==> src/rtl/tramelblaze_intc_pkg.sv <==
`default_nettype none
// ============================================================================
// Module   : tramelblaze_intc_pkg
// Brief    : Port map defaults, FSM encoding and cause-word helper for the INTC
// Revision : 1.0
// ============================================================================
package tramelblaze_intc_pkg;

  localparam logic [15:0] C_PORT_CAUSE = 16'h00F0;
  localparam logic [15:0] C_PORT_PEND  = 16'h00F1;
  localparam logic [15:0] C_PORT_MASK  = 16'h00F2;
  localparam logic [15:0] C_PORT_EOI   = 16'h00F3;

  typedef enum logic [1:0] {
    ST_IDLE    = 2'd0,
    ST_ASSERT  = 2'd1,
    ST_SERVICE = 2'd2
  } intc_state_e;

  function automatic logic [15:0] cause_word(input logic valid, input logic [3:0] id);
    return {valid, 11'b0, id};
  endfunction

endpackage
`default_nettype wire

==> src/rtl/intc_prio_enc.sv <==
`default_nettype none
// ============================================================================
// Module   : intc_prio_enc
// Brief    : Lowest-index-first priority encoder, reports {hit, id}
// Revision : 1.0
// ============================================================================
module intc_prio_enc #(
  parameter int NSRC = 8
) (
  input  logic [NSRC-1:0] req_i,
  output logic            hit_o,
  output logic [3:0]      id_o
);

  // Scan from the top down so the lowest set index is written last and wins.
  always_comb begin
    hit_o = |req_i;
    id_o  = 4'd0;
    for (int i = NSRC - 1; i >= 0; i--) begin
      if (req_i[i]) id_o = 4'(i);
    end
  end

endmodule
`default_nettype wire

==> src/rtl/tramelblaze_intc.sv <==
`default_nettype none
// ============================================================================
// Module   : tramelblaze_intc
// Brief    : Edge-latched interrupt controller driving TramelBlaze INTERRUPT
// Revision : 1.0
// ============================================================================
module tramelblaze_intc
  import tramelblaze_intc_pkg::*;
#(
  parameter int          NSRC       = 8,
  parameter logic [15:0] PORT_CAUSE = C_PORT_CAUSE,
  parameter logic [15:0] PORT_PEND  = C_PORT_PEND,
  parameter logic [15:0] PORT_MASK  = C_PORT_MASK,
  parameter logic [15:0] PORT_EOI   = C_PORT_EOI
) (
  input  logic            CLK,
  input  logic            RESET,
  input  logic [NSRC-1:0] IRQ_IN,
  input  logic [15:0]     PORT_ID,
  input  logic [15:0]     OUT_PORT,
  input  logic            WRITE_STROBE,
  input  logic            READ_STROBE,
  input  logic            INTERRUPT_ACK,
  output logic            INTERRUPT,
  output logic [15:0]     IN_PORT,
  output logic            BUSY
);

  logic [NSRC-1:0] irq_q;
  logic [NSRC-1:0] pending_q, pending_d;
  logic [NSRC-1:0] mask_q, mask_d;
  intc_state_e     state_q, state_d;
  logic            int_q, int_d;
  logic            busy_q, busy_d;
  logic [3:0]      cause_id_q, cause_id_d;
  logic            cause_hit_q, cause_hit_d;

  logic            w_mask_wr;
  logic            w_eoi_wr;
  logic [NSRC-1:0] w_rise;
  logic [NSRC-1:0] w_active;
  logic            w_hit;
  logic [3:0]      w_id;
  logic            w_unused;

  assign w_mask_wr = WRITE_STROBE && (PORT_ID == PORT_MASK);
  assign w_eoi_wr  = WRITE_STROBE && (PORT_ID == PORT_EOI);
  assign w_rise    = IRQ_IN & ~irq_q;
  assign w_active  = pending_q & mask_q;
  assign w_unused  = ^{READ_STROBE, OUT_PORT};

  intc_prio_enc #(.NSRC(NSRC)) u_prio_enc (
    .req_i (w_active),
    .hit_o (w_hit),
    .id_o  (w_id)
  );

  // A rising edge in the same cycle as an EOI clear is OR-ed back in afterwards.
  always_comb begin
    pending_d = pending_q;
    if (w_eoi_wr) pending_d = pending_q & ~OUT_PORT[NSRC-1:0];
    pending_d = pending_d | w_rise;
    mask_d    = w_mask_wr ? OUT_PORT[NSRC-1:0] : mask_q;
  end

  always_ff @(posedge CLK or posedge RESET) begin
    if (RESET) begin
      irq_q     <= '0;
      pending_q <= '0;
      mask_q    <= '0;
    end else begin
      irq_q     <= IRQ_IN;
      pending_q <= pending_d;
      mask_q    <= mask_d;
    end
  end

  always_comb begin
    state_d     = state_q;
    int_d       = int_q;
    busy_d      = busy_q;
    cause_id_d  = cause_id_q;
    cause_hit_d = cause_hit_q;
    case (state_q)
      ST_IDLE: begin
        int_d  = 1'b0;
        busy_d = 1'b0;
        if (|w_active) begin
          int_d   = 1'b1;
          state_d = ST_ASSERT;
        end
      end
      ST_ASSERT: begin
        int_d = 1'b1;
        // Capture is taken at ACK time; an emptied request yields hit=0.
        if (INTERRUPT_ACK) begin
          int_d       = 1'b0;
          busy_d      = 1'b1;
          cause_id_d  = w_id;
          cause_hit_d = w_hit;
          state_d     = ST_SERVICE;
        end
      end
      ST_SERVICE: begin
        int_d  = 1'b0;
        busy_d = 1'b1;
        if (w_eoi_wr) begin
          busy_d  = 1'b0;
          state_d = ST_IDLE;
        end
      end
      default: begin
        int_d   = 1'b0;
        busy_d  = 1'b0;
        state_d = ST_IDLE;
      end
    endcase
  end

  always_ff @(posedge CLK or posedge RESET) begin
    if (RESET) begin
      state_q     <= ST_IDLE;
      int_q       <= 1'b0;
      busy_q      <= 1'b0;
      cause_id_q  <= 4'd0;
      cause_hit_q <= 1'b0;
    end else begin
      state_q     <= state_d;
      int_q       <= int_d;
      busy_q      <= busy_d;
      cause_id_q  <= cause_id_d;
      cause_hit_q <= cause_hit_d;
    end
  end

  always_comb begin
    IN_PORT = 16'h0000;
    if (PORT_ID == PORT_CAUSE) begin
      IN_PORT = cause_word((state_q == ST_SERVICE) && cause_hit_q, cause_id_q);
    end else if (PORT_ID == PORT_PEND) begin
      IN_PORT[NSRC-1:0] = pending_q;
    end else if (PORT_ID == PORT_MASK) begin
      IN_PORT[NSRC-1:0] = mask_q;
    end
  end

  assign INTERRUPT = int_q;
  assign BUSY      = busy_q;

endmodule
`default_nettype wire
==> config.mk <==
export PLATFORM = sky130hd
export DESIGN_NAME = tramelblaze_intc
export DESIGN_NICKNAME = d
export VERILOG_FILES = /design/src/rtl/tramelblaze_intc_pkg.sv /design/src/rtl/intc_prio_enc.sv /design/src/rtl/tramelblaze_intc.sv
export SDC_FILE = /design/constraint.sdc
export NUM_CORES = 1
export LEC_CHECK = 0
export BUFFER_PORTS_ARGS = -buffer_cell sky130_fd_sc_hd__buf_4
export CORE_MARGIN = 5
export CORE_UTILIZATION = 53
export CTS_CLUSTER_DIAMETER = 50
export DETAILED_ROUTE_END_ITERATION = 6
export GPL_TIMING_DRIVEN = 0
export PLACE_DENSITY = 0.95
export SYNTH_ARGS = -nofsm -noshare
export SYNTH_HDL_FRONTEND = slang
export SYNTH_SLANG_ARGS = --single-unit
==> constraint.sdc <==
create_clock -name CLK -period 4.2 [get_ports CLK]
set_clock_uncertainty 0.05 [all_clocks]
set_input_delay 0.21 -clock CLK [delete_from_list [all_inputs] [get_ports CLK]]
set_output_delay 0.21 -clock CLK [all_outputs]
set_load 0.005 [all_outputs]
==> results.cfg, run 1 <==
[status]
outcome = completed

[final_layout]
multiInputGateArea_um2 = 805
drive_above_1_share = 0.351
sequential_cell_area_um2 = 801
final_common_cell = sky130_fd_sc_hd__buf_4
num-fill-cells = 216
finalNetCount = 271
layout.cell_area.non_filler_um2 = 2300
antenna-diode-count = 0
area.growth.synth_to_final_pct = 34.9
final_cell_mix = sky130_fd_sc_hd__buf_4 (52), sky130_fd_sc_hd__dfrtp_1 (32), sky130_fd_sc_hd__nand2_1 (19)

[cts]
cts_made_buffers = 5
post_cts_hold_buffer_count = 8
post_cts_resized = 0
tritoncts = done
cts.reportedPaths.clkPinSlew_ns = 0.10
clock_sinks = 32
postCtsSetupRepairBufs = 0
clockBufferDepth = 2
clockRootBuffer = sky130_fd_sc_hd__clkbuf_4
worst_skew_pair_latency_ns = 0.34
htree_num_levels = 2

[grt]
first_global_vias = 1287
antenna_violations_before_repair = 0
first_pass_grt_wire_length_mm = 5.95
gr-total-overflow = 0
grt_usage = 0.182
maximum_number_of_pins_on_one_net_before_global_route_repair = 33

[power_and_ir_drop]
largest_voltage_drop_on_the_vdd_net_mv = 0.197
report.power.total_mw = 0.742
power.density_cell_area_nw_per_um2 = 322
p_leak_nw = 1.17

[critical_path]
worst-path-max-fanout = 4
rrSetupSlack_ns = 2.17
worst_setup_path_endpoint = state_q[0]$_DFFE_PP0P_
worst_setup_path_startpoint = mask_q[6]$_DFFE_PP0P_
critical_path_arrival_ns = 2.21
worstReg2RegStart = mask_q[6]$_DFFE_PP0P_
worstSetupStartpointType = flip-flop
regToRegEndpoint = state_q[0]$_DFFE_PP0P_
critical_path.slowest_cell = sky130_fd_sc_hd__nor4_1
end_kind = flip-flop
crit_path_required_time_ns = 4.37
critical_path.max_stage_delay_ns = 0.59
startpoint_to_endpoint_class_of_the_critical_path = flip-flop to flip-flop
timing.critical_path.cells = a22o_1 > nor4_1 > nand2_1 > nand3_2 > mux2_1
rr_worst_depth = 5

[flow_run]
timing.max_cap.violations = 0

[synthesis]
synth.distinct_cells = 34
area_of_the_mapped_netlist_um2 = 1710
syn-instance-count = 153
synth-seq-cells = 32
syn_area_per_cell_um2 = 11.2
synthesis.yosys.warnings = 0
ys_seq_area_frac = 0.469

[timing]
tightest_slew_ns = 0.739
layout_min_cycle_time_ns = 2.03
finalCritPeriodShare = 0.484
hold_viol = 0
fin_setup_tns_ns = 0
final-max-slew-violation-count = 0
timing.fmax_mhz = 492
maxSlewHeadroom = 0.507
final_critical_path_setup_slack_ns = 2.17
setup_repair_after_global_routing_missed_its_margin = no
finalSetupViolCount = 0

[routing]
routed_via_density = 5.03
finalWirelength_mm = 3.76
detail_route.wl_per_cell_um = 14.1
first_iter_violations = 42
routed-via-count = 1337
remaining_drc_errors = 0
antenna_violating_nets_post_route = 0
drt_first_pass_iters = 4

[floorplan]
floorplan.io_pins = 63
floorplan.die.width_um = 66.8
die-height_um = 66.8
rows = 20
die-area_um2 = 4460
core_footprint_um2 = 3080
initial_utilization = 0.555

[hold_path]
min-delay-path-class = input pin to flip-flop
min_delay_path_depth = 2

[placed_design]
detailedPlace.worstSlack_ns = 2.34
routabilityCongestion = 0.810
port_buffers = 45
postPlaceCellArea_um2 = 2120
dp_hpwl_mm = 2.76
[worst min-delay path by stage]
stage | start | end | slack (ns)
global route | OUT_PORT[2] | mask_q[2]$_DFFE_PP0P_ | 0.03
finish | OUT_PORT[2] | mask_q[2]$_DFFE_PP0P_ | 0.06
CTS | OUT_PORT[6] | mask_q[6]$_DFFE_PP0P_ | 0.04
detailed placement | IRQ_IN[2] | irq_q[2]$_DFF_PP0_ | 0.28
floorplan | IRQ_IN[0] | irq_q[0]$_DFF_PP0_ | 0.19
global placement | IRQ_IN[1] | irq_q[1]$_DFF_PP0_ | 0.28
[flip-flops by register name, indices dropped and copies added, names as in the netlist]
name,cells
BUSY,1
INTERRUPT,1
cause_hit_q,1
cause_id_q,3
irq_q,8
mask_q,8
pending_q,8
state_q,2
[report_power, final]
| part | total, mW | switching, mW | internal [mW] |
|---|---|---|---|
| logic | 0.174 | 0.0876 | 0.0860 |
| clock network | 0.231 | 0.106 | 0.125 |
| registers | 0.338 | 0.0107 | 0.327 |
| total | 0.742 | 0.205 | 0.538 |
[layer usage]
layer / vias to the layer above / global-route usage / part of all wire
met1: 627 / 0.223 / 0.41
met2: 45 / 0.300 / 0.50
li1: 657 / - / -
met4: 0 / 0.0635 / 0.019
met5: - / 0 / 0
met3: 8 / 0.0607 / 0.068
[per-stage QoR]
| stage | hold WS (ns) | cells | utilization |
|---|---|---|---|
| 2_1_floorplan | 0.191 | 159 | - |
| 3_3_place_gp | 0.280 | 248 | 0.690 |
| 3_5_place_dp | 0.280 | 248 | 0.690 |
| 4_1_cts | 0.0350 | 264 | 0.741 |
| 5_1_grt | 0.0292 | 266 | 0.749 |
| 6_report | 0.0558 | 266 | 0.749 |
[area by class of cell]
type / count / area share
clock buffer: 6 / 0.0179
clock inverter: 2 / 0.0152
tap: 44 / 0.0239
buffer: 10 / 0.0315
sequential: 32 / 0.347
inverter: 14 / 0.0228
multi-input combinational: 103 / 0.349
timing repair buffer: 55 / 0.192
[cells in the mapped netlist (all sizes together)]
cell / count / area share
nor2b: 2 / 0.0073
clkbuf: 1 / 0.0022
a31oi: 1 / 0.0037
o31ai: 2 / 0.017
mux2i: 3 / 0.018
inv: 14 / 0.031
nor3: 1 / 0.0095
ha: 5 / 0.037
nand2: 20 / 0.048
nor2: 14 / 0.035
a32o: 1 / 0.0059
and4b: 1 / 0.0059
a22oi: 5 / 0.022
nor4: 3 / 0.020
o21ai: 3 / 0.0088
o2bb2ai: 1 / 0.0051
mux2: 10 / 0.084
conb: 1 / 0.0022
o41ai: 1 / 0.0051
nor4b: 1 / 0.014
nand3: 1 / 0.0059
buf: 9 / 0.040
a21oi: 4 / 0.012
nand2b: 1 / 0.0037
nand4: 1 / 0.012
dfrtp: 32 / 0.47
a22o: 15 / 0.077
[cells by family after synthesis]
kind of cell               share of synthesized area
AOI/OAI and AO/OA                              0.156
adders and majority gates                     0.0366
buffers and inverters                         0.0733
DFF                                            0.469
muxes                                          0.101
other                                        0.00220
and+or+nand+nor                                0.162
[worst max-delay path, delay by kind of cell, from the launching register on]
family | cells | cell delay, ns
DFF | 1 | 0.43
muxes | 1 | 0.32
and+or+nand+nor | 3 | 0.85
AOI/OAI and AO/OA | 1 | 0.28
Power figures use the tool's default switching activity.
==> run 2, diff against run 1 <==
--- a/config.mk
+++ b/config.mk
@@ -7,11 +7,11 @@
 export LEC_CHECK = 0
 export BUFFER_PORTS_ARGS = -buffer_cell sky130_fd_sc_hd__buf_4
 export CORE_MARGIN = 5
-export CORE_UTILIZATION = 53
+export CORE_UTILIZATION = 49
 export CTS_CLUSTER_DIAMETER = 50
 export DETAILED_ROUTE_END_ITERATION = 6
 export GPL_TIMING_DRIVEN = 0
-export PLACE_DENSITY = 0.95
+export PLACE_DENSITY = 0.91
 export SYNTH_ARGS = -nofsm -noshare
 export SYNTH_HDL_FRONTEND = slang
 export SYNTH_SLANG_ARGS = --single-unit
==> constraint.sdc (replaced) <==
create_clock -name CLK -period 2.1 [get_ports CLK]
set_clock_uncertainty 0.05 [all_clocks]
set_input_delay 0.105 -clock CLK [delete_from_list [all_inputs] [get_ports CLK]]
set_output_delay 0.105 -clock CLK [all_outputs]
set_load 0.005 [all_outputs]
==> run 2 against run 1 <==
Against the previous run:
- worst setup slack got worse by 2.0 ns
- critical path depth did not move
- design area rose by 3.3%
- global-route usage fell by 0.89 points
- first-iteration DRC count rose by 4.8%
- sequential power rose by 100%
- power rose by 110%
- via count rose by 2.3%
- core utilization fell by 4.1 points
- routed wire length rose by 2.2%
- critical path type unchanged
- critical endpoint is now state_q[1]$_DFFE_PP0P_
- largest power group unchanged
==> results.cfg, run 2 (same netlist as run 1, synthesis figures left out) <==
[power_and_ir_drop]
report.power.total_mw = 1.56
power.density_cell_area_nw_per_um2 = 653
largest_voltage_drop_on_the_vdd_net_mv = 0.343
p_leak_nw = 1.20

[routing]
antenna_violating_nets_post_route = 0
detail_route.wl_per_cell_um = 14.0
finalWirelength_mm = 3.84
first_iter_violations = 44
drt_first_pass_iters = 4
remaining_drc_errors = 0
routed_via_density = 4.99
routed-via-count = 1368

[flow_run]
timing.max_cap.violations = 0

[timing]
setup_repair_after_global_routing_missed_its_margin = no
tightest_slew_ns = 1.18
hold_viol = 0
finalSetupViolCount = 0
fin_worst_hold_slack_ns = 0.0205
final_critical_path_setup_slack_ns = 0.119
maxSlewHeadroom = 0.213
fin_setup_tns_ns = 0
layout_min_cycle_time_ns = 1.98
finalCritPeriodShare = 0.943
final-max-slew-violation-count = 0
timing.fmax_mhz = 505

[critical_path]
startpoint_to_endpoint_class_of_the_critical_path = flip-flop to flip-flop
worst-path-max-fanout = 4
critical_path_arrival_ns = 2.16
worstSetupStartpointType = flip-flop
rr_worst_depth = 5
end_kind = flip-flop
crit_path_required_time_ns = 2.28

[placed_design]
detailedPlace.worstSlack_ns = 0.183
dp_hpwl_mm = 2.79
port_buffers = 45
routabilityCongestion = 0.824

[final_layout]
drive_above_1_share = 0.342
antenna-diode-count = 0
area.growth.synth_to_final_pct = 39.4
biggestRegsByFlops = irq_q x8, mask_q x8, pending_q x8
final_cell_mix = sky130_fd_sc_hd__buf_4 (52), sky130_fd_sc_hd__dfrtp_1 (32), sky130_fd_sc_hd__nand2_1 (19)
final_common_cell = sky130_fd_sc_hd__buf_4
finalNetCount = 277

[cts]
tritoncts = done
htree_num_levels = 2
cts.reportedPaths.clkPinSlew_ns = 0.11
postCtsSetupRepairBufs = 0
clock_sinks = 32
clockBufferDepth = 2
worst_skew_pair_latency_ns = 0.34
cts_made_buffers = 5
clockRootBuffer = sky130_fd_sc_hd__clkbuf_4

[floorplan]
die-area_um2 = 4770
initial_utilization = 0.508
rows = 21
core_footprint_um2 = 3360
die-height_um = 69.0
floorplan.io_pins = 63
floorplan.die.width_um = 69.0

[status]
outcome = completed

[grt]
maximum_number_of_pins_on_one_net_before_global_route_repair = 33
grt_usage = 0.173
first_pass_grt_wire_length_mm = 6.49
first_global_vias = 1375
gr-total-overflow = 0
antenna_violations_before_repair = 0

[hold_path]
min-delay-path-class = input pin to async pin
-- run 2: changes by cell type in the layout (fill, tap and decap cells not counted), sizes merged --
cell,before,now
buf,55,54
dlygate4sd3,9,16
clkinv,1,0
clkbuf,7,8
-- run 2: worst paths after layout --
path	from	end	slack, ns
worst max-delay path	pending_q[4]$_DFF_PP0_	state_q[1]$_DFFE_PP0P_	0.12
worst min-delay path	RESET	cause_hit_q$_DFFE_PP0P_	0.02
worst max register to register	pending_q[4]$_DFF_PP0_	state_q[1]$_DFFE_PP0P_	0.12
worst min register to register	cause_hit_q$_DFFE_PP0P_	cause_hit_q$_DFFE_PP0P_	0.44
max in group asynchronous	RESET	mask_q[3]$_DFFE_PP0P_	1.27
min in group CLK	INTERRUPT_ACK	BUSY$_DFFE_PP0P_	0.06
-- run 2: final cells by class --
class	instances	area, µm²
clock inverter	1	30.0
multi-input combinational	103	805
buffer	10	72.6
tap	46	57.6
fill	283	982
sequential	32	801
timing repair buffer	61	498
inverter	14	52.6
clock buffer	7	65.1
-- run 2: what timing repair did --
item                                   in CTS  in global routing
hold buffers                               16                  0
endpoints found under the hold margin      24                  0
gates resized for setup                     0                  0
-- run 2: per-layer routing --
layer	GRT usage	vias up	routed length (µm)
li1	-	669	-
met1	0.203	642	1540
met2	0.290	53	1980
met3	0.0625	4	270
met4	0.0651	0	44
met5	0	-	0
-- run 2: power breakdown --
part | total (mW) | internal, mW | switching [mW] | leakage [nW]
sequential | 0.676 | 0.654 | 0.0216 | 0.382
combinational | 0.343 | 0.174 | 0.169 | 0.771
clock | 0.537 | 0.316 | 0.221 | 0.0515
-- run 2: metrics by stage --
stage / util / cell area, µm² / instances
after floorplan: - / 1730 / 159
after global placement: 0.632 / 2130 / 250
after detailed placement: 0.632 / 2130 / 250
after CTS: 0.708 / 2380 / 274
after global routing: 0.708 / 2380 / 274
final: 0.708 / 2380 / 274
-- run 2: worst max-delay path, stage by stage (launching register included) --
cell                      delay, ns
sky130_fd_sc_hd__dfrtp_1       0.43
sky130_fd_sc_hd__a22o_1        0.26
sky130_fd_sc_hd__nor4_1        0.54
sky130_fd_sc_hd__nand2_1       0.14
sky130_fd_sc_hd__nand3_2       0.13
sky130_fd_sc_hd__mux2_1        0.32
